<file path="config.mk">
export PLATFORM = sky130hd
export DESIGN_NAME = regfile_2r1w_flat
export DESIGN_NICKNAME = d
export VERILOG_FILES = /design/src/rtl/riscv_pkg.sv /design/src/rtl/regfile_2r1w_if.sv /design/src/rtl/regfile_init_seq.sv /design/src/rtl/regfile_2r1w.sv /design/src/flat_wrapper.sv
export SDC_FILE = /design/constraint.sdc
export NUM_CORES = 1
export LEC_CHECK = 0
export CORE_MARGIN = 10
export CORE_UTILIZATION = 45
export DETAILED_ROUTE_END_ITERATION = 10
export SLEW_MARGIN = 40
export SYNTH_ARGS = -nofsm -noshare
export SYNTH_HDL_FRONTEND = slang
export SYNTH_SLANG_ARGS = --single-unit
</file>
<file path="constraint.sdc">
create_clock -name clk -period 4.1 [get_ports clk]
set_clock_uncertainty 0.15 [all_clocks]
set_input_delay 0.41 -clock clk [delete_from_list [all_inputs] [get_ports clk]]
set_output_delay 0.41 -clock clk [all_outputs]
set_load 0.005 [all_outputs]
</file>
<file path="src/rtl/riscv_pkg.sv">
// Shared core types for the integer register file: widths, address/word types and init FSM states.
package riscv_pkg;

    localparam int unsigned XLEN   = 32;
    localparam int unsigned NREG   = 32;
    localparam int unsigned REG_AW = $clog2(NREG);

    typedef logic [REG_AW-1:0] reg_addr_t;
    typedef logic [XLEN-1:0]   word_t;

    typedef enum logic {
        RF_INIT,
        RF_RUN
    } rf_state_t;

endpackage

</file>
<file path="src/rtl/regfile_2r1w_if.sv">
// Register-file access bundle: two read ports, one write port, debug read and ready.
interface regfile_2r1w_if;
    import riscv_pkg::*;

    reg_addr_t a1;
    reg_addr_t a2;
    reg_addr_t a3;
    logic      we3;
    word_t     wd3;
    word_t     rd1;
    word_t     rd2;
    reg_addr_t dbg_a;
    word_t     dbg_rd;
    logic      ready;

    modport master (
        output a1, a2, a3, we3, wd3, dbg_a,
        input  rd1, rd2, dbg_rd, ready
    );

    modport slave (
        input  a1, a2, a3, we3, wd3, dbg_a,
        output rd1, rd2, dbg_rd, ready
    );

endinterface

</file>
<file path="src/rtl/regfile_init_seq.sv">
// Post-reset sweep that zeroes x1..x(NREG-1) one per edge, then raises ready for good.
module regfile_init_seq
    import riscv_pkg::*;
(
    input  logic      clk,
    input  logic      reset,
    output logic      init_we,
    output reg_addr_t init_addr,
    output logic      ready
);

    localparam reg_addr_t LAST_ADDR = REG_AW'(NREG - 1);

    rf_state_t state, state_nxt;
    reg_addr_t init_ptr, init_ptr_nxt;
    logic      ready_nxt;

    always_ff @(posedge clk or posedge reset) begin
        if (reset) begin
            state    <= RF_INIT;
            init_ptr <= REG_AW'(1);
            ready    <= 1'b0;
        end else begin
            state    <= state_nxt;
            init_ptr <= init_ptr_nxt;
            ready    <= ready_nxt;
        end
    end

    // The edge that clears the last register also hands the file over to the core.
    always_comb begin
        state_nxt    = state;
        init_ptr_nxt = init_ptr;
        ready_nxt    = ready;
        init_we      = 1'b0;
        case (state)
            RF_INIT: begin
                init_we      = 1'b1;
                init_ptr_nxt = init_ptr + REG_AW'(1);
                if (init_ptr == LAST_ADDR) begin
                    state_nxt = RF_RUN;
                    ready_nxt = 1'b1;
                end
            end
            RF_RUN: begin
                state_nxt = RF_RUN;
            end
            default: begin
                state_nxt = RF_INIT;
            end
        endcase
    end

    assign init_addr = init_ptr;

endmodule

</file>
<file path="src/rtl/regfile_2r1w.sv">
// Integer register file: two combinational reads, one edge write, x0 tied to zero, debug read.
// Define REGFILE_BYPASS_EN to forward same-cycle write data onto rd1/rd2.
module regfile_2r1w
    import riscv_pkg::*;
(
    input  logic           clk,
    input  logic           reset,
    regfile_2r1w_if.slave  rf
);

    word_t     mem [NREG];
    logic      init_we;
    reg_addr_t init_addr;
    logic      ready;
    logic      wr_en;

    regfile_init_seq u_init_seq (
        .clk       (clk),
        .reset     (reset),
        .init_we   (init_we),
        .init_addr (init_addr),
        .ready     (ready)
    );

    // Qualifying with ready && we3 first keeps an X address from reaching the decode.
    assign wr_en = rf.we3 && ready && (rf.a3 != '0);

    always_ff @(posedge clk) begin
        if (wr_en) begin
            mem[rf.a3] <= rf.wd3;
        end else if (init_we) begin
            mem[init_addr] <= '0;
        end
    end

    always_comb begin
        rf.rd1    = '0;
        rf.rd2    = '0;
        rf.dbg_rd = '0;
        if (ready) begin
            if (rf.a1 != '0) rf.rd1 = mem[rf.a1];
            if (rf.a2 != '0) rf.rd2 = mem[rf.a2];
            if (rf.dbg_a != '0) rf.dbg_rd = mem[rf.dbg_a];
`ifdef REGFILE_BYPASS_EN
            if (wr_en && (rf.a3 == rf.a1)) rf.rd1 = rf.wd3;
            if (wr_en && (rf.a3 == rf.a2)) rf.rd2 = rf.wd3;
`endif
        end
    end

    assign rf.ready = ready;

endmodule
</file>
<file path="src/flat_wrapper.sv">
// flat-port wrapper written by rule: the top's interface ports become plain ports
module regfile_2r1w_flat import riscv_pkg::*;
  (clk, reset, rf_a1, rf_a2, rf_a3, rf_we3, rf_wd3, rf_dbg_a, rf_rd1, rf_rd2, rf_dbg_rd, rf_ready);
  regfile_2r1w_if rf_i ();
  input  logic clk;
  input  logic reset;
  input wire logic [$bits(rf_i.a1)-1:0] rf_a1;
  input wire logic [$bits(rf_i.a2)-1:0] rf_a2;
  input wire logic [$bits(rf_i.a3)-1:0] rf_a3;
  input wire logic [$bits(rf_i.we3)-1:0] rf_we3;
  input wire logic [$bits(rf_i.wd3)-1:0] rf_wd3;
  input wire logic [$bits(rf_i.dbg_a)-1:0] rf_dbg_a;
  output wire logic [$bits(rf_i.rd1)-1:0] rf_rd1;
  output wire logic [$bits(rf_i.rd2)-1:0] rf_rd2;
  output wire logic [$bits(rf_i.dbg_rd)-1:0] rf_dbg_rd;
  output wire logic [$bits(rf_i.ready)-1:0] rf_ready;
  assign rf_i.a1 = rf_a1;
  assign rf_i.a2 = rf_a2;
  assign rf_i.a3 = rf_a3;
  assign rf_i.we3 = rf_we3;
  assign rf_i.wd3 = rf_wd3;
  assign rf_i.dbg_a = rf_dbg_a;
  assign rf_rd1 = rf_i.rd1;
  assign rf_rd2 = rf_i.rd2;
  assign rf_dbg_rd = rf_i.dbg_rd;
  assign rf_ready = rf_i.ready;
  regfile_2r1w u_core (.clk(clk), .reset(reset), .rf(rf_i));
endmodule
</file>
==> metrics <==
status=finished, final reports clean; vias in the first global route=39.8k; WL per Instance=between 30 and 40 um; Initial Util=between 40 and 50%; P per Cell Area=between 300 and 400 nW/um^2; vias per cell=7.07; clock-pin transition on the worst setup and hold timing paths=0.05 ns; Setup Viol. Count Final=0; routability-driven placement congestion ratio=0.900; FMAX=0.249 GHz; Skew-Pair Late Insertion Delay=about 0.7 ns; Root Driver=clkbuf_16; slew margin rel.=38.0%; initial DRC count=5,609; H-tree Lvls=3; RSZ-0062 raised after global routing=no; Core Box Area=122,000 sq um; Worst path max stage delay=0.54 ns; CTS Buf Count=112; EDFF count, synth=994; first-pass GRT wire length=297 mm; Slew Viols, Final=0; Worst-Margin Slew=0.930 ns; Leakage Power=approximately 22 nW; share of cells above drive strength 1=22.0%; synthesized area=55,000 sq um; Post-Syn Instances=about 3.8k; Finished Layout Cells=between 5k and 6k; DRC Markers=0; setup bufs post-CTS=0; worst-path fanout max=22; total grt overflow=0; Worst Setup End Kind=output pin; maxcap violations=0; fin nets=4,033; Die W=370 um; via count=40.3k; CTS tree=built; die area=137,000 sq um; total routing usage reported by global routing=30.4%; most common cell in the netlist=edfxtp_1; Netlist cell types=58; dpl hpwl=136 mm; WP buf/inv=3; port bufs=between 150 and 200; Cells after DPL=between 5k and 6k; WL final=215 mm; Commonest cells post-synth=edfxtp_1, mux2i_1, mux4_2; Final period util=a little over nine tenths; largest net degree at the start of global routing=49; antenna-violating nets left=0; yosys warns=0; Seq/Total Area, Yosys=54.6%; Critical Path AT=3.45 ns; initial antenna violation count=9; HP Class=input port to asynchronous set/reset pin; Max VDD drop=between 0.3 and 0.4 mV; Die Y=370 um; area grow syn2layout=16.5%; DRT Pass-1 Iters=7; Final Critical Period=4.01 ns; final total negative setup slack=0 ns; syn avg cell area=roughly 15 sq um; CP cell instances=buf_12 -> or3b_2 -> buf_4 -> a221oi_2 -> a22oi_1 -> nand4_1 -> clkdlybuf4s50_1; critical path type=register to output pin; Top-Level Pins=152; CTS Sinks=between 1k and 1.5k; top-area cell type share of the netlist area=between 50 and 60%; Synth Register Bits=1,001; CP Launch Type=register; Synth Net Count=3,812; Post-synth top flop=edfxtp_1; Fin. Hold Viols=0; ranking of synthesized cells by area=edfxtp_1, mux2i_1, mux4_2; maximum clock path buffer count=3; CP max stage cell=clkdlybuf4s50_1; Worst EP required=3.54 ns; num rows=128; Largest delay share family, worst path=buffers and inverters; largest area contributor in the netlist=edfxtp_1; Post-synth ARST share=less than 1%
## final timing paths
check / endpoint / startpoint / cells past startpoint / slack [ns]
max: rf_rd2[20] / u_core.u_init_seq.ready / 7 / 0.09
min: u_core.u_init_seq.init_addr[4] / reset / 3 / 0.37
max reg2reg: u_core.mem[12][18] / u_core.u_init_seq.state / 5 / 0.44
min reg2reg: u_core.u_init_seq.init_addr[0] / u_core.u_init_seq.init_addr[0] / 1 / 0.37
max in group asynchronous: u_core.u_init_seq.init_addr[0] / reset / 3 / 3.17
min in group clk: u_core.u_init_seq.init_addr[0] / u_core.u_init_seq.init_addr[0] / 1 / 0.37
## metal layers
layer	global-route usage (%)	vias to the layer above	wire (um)
li1	-	16100	-
met1	39.7	20800	81800
met2	48.3	2717	99300
met3	6.55	596	22700
met4	14.1	8	11000
met5	0	-	46
## power breakdown
group | switching, W | leakage [nW] | internal (W)
clock | 0.00417 | 1.63 | 0.00522
combinational | 0.00188 | 11.8 | 0.00126
sequential | 0.00000787 | 9.04 | 0.0113
total | 0.00606 | 22.4 | 0.0178
## cells by family (layout without fill, tap and decap cells)
group | after synthesis | after routing | share of synthesized area, %
mux | 1154 | 1154 | 27.6
buf+inv | 367 | 679 | 3.47
other cells | 0 | 5 | 0
compound gates | 802 | 802 | 10.4
simple gates | 426 | 426 | 3.92
flops | 1001 | 1001 | 54.6
xor+xnor | 3 | 3 | 0.0477
fa+ha+maj | 2 | 2 | 0.0455
## timing repair
item,CTS,global route
setup endpoints to repair,15,1
gates resized for setup,2,1
pin swaps,1,1
hold endpoints to repair,6,0
hold buffers,1,0
## through the flow
stage	instance area, sq um	setup slack (ns)	utilization (%)	total power [W]	hold WS [ns]
after global routing	64100	0.0351	52.7	0.0244	0.390
after CTS	64100	0.0947	52.7	0.0238	0.342
after floorplan	55000	0.765	-	0.0131	0.0627
after detailed placement	60800	0.254	49.9	0.0146	0.369
final	64100	0.0865	52.7	0.0238	0.365
after global placement	60700	0.236	49.9	0.0146	0.360
## cells in the final DEF (no fill, tap or decap), drive strengths merged, types with 3 or more instances in the layout
cell type	synthesis	final
xnor2	3	3
nor2b	43	43
o2111ai	4	4
a22oi	284	284
nand4	95	95
a21oi	14	14
clkdlybuf4s50	0	144
nor3	4	4
or2	4	4
and3	3	3
edfxtp	994	994
a221oi	94	94
clkinv	1	53
and2	14	14
o22ai	284	284
dfrtp	6	6
nor3b	4	4
o41ai	3	3
mux2	4	4
nand2b	3	3
mux4	289	289
clkbuf	117	145
nand2	195	195
or3b	10	10
buf	239	317
o21ai	96	96
inv	10	14
diode	0	5
nand3	8	8
nor2	28	28
o32ai	4	4
a2111oi	3	3
nand3b	10	10
a31oi	3	3
mux2i	861	861
## tightest hold or removal path: cells and delay by family
kind / cells / cell delay (ns)
buffers and inverters: 3 / 1.18
## flip-flops by register name, summed over array words and instances, names as in the netlist
| signal | count |
|---|---|
| u_core.mem | 994 |
| u_core.u_init_seq.init_addr | 5 |
| u_core.u_init_seq.ready | 1 |
| u_core.u_init_seq.state | 1 |
## final cells by class
class / count / area (sq um)
diodes: 5 / 12.5
clock inverters: 60 / 337
clock buffers: 145 / 2990
fillers: 10200 / 57600
well taps: 1625 / 2030
flip-flops and latches: 1001 / 30000
inverters: 11 / 41.3
repair buffers: 463 / 5120
multi-input cells: 2387 / 23600
(Power assumes the default switching activity.)
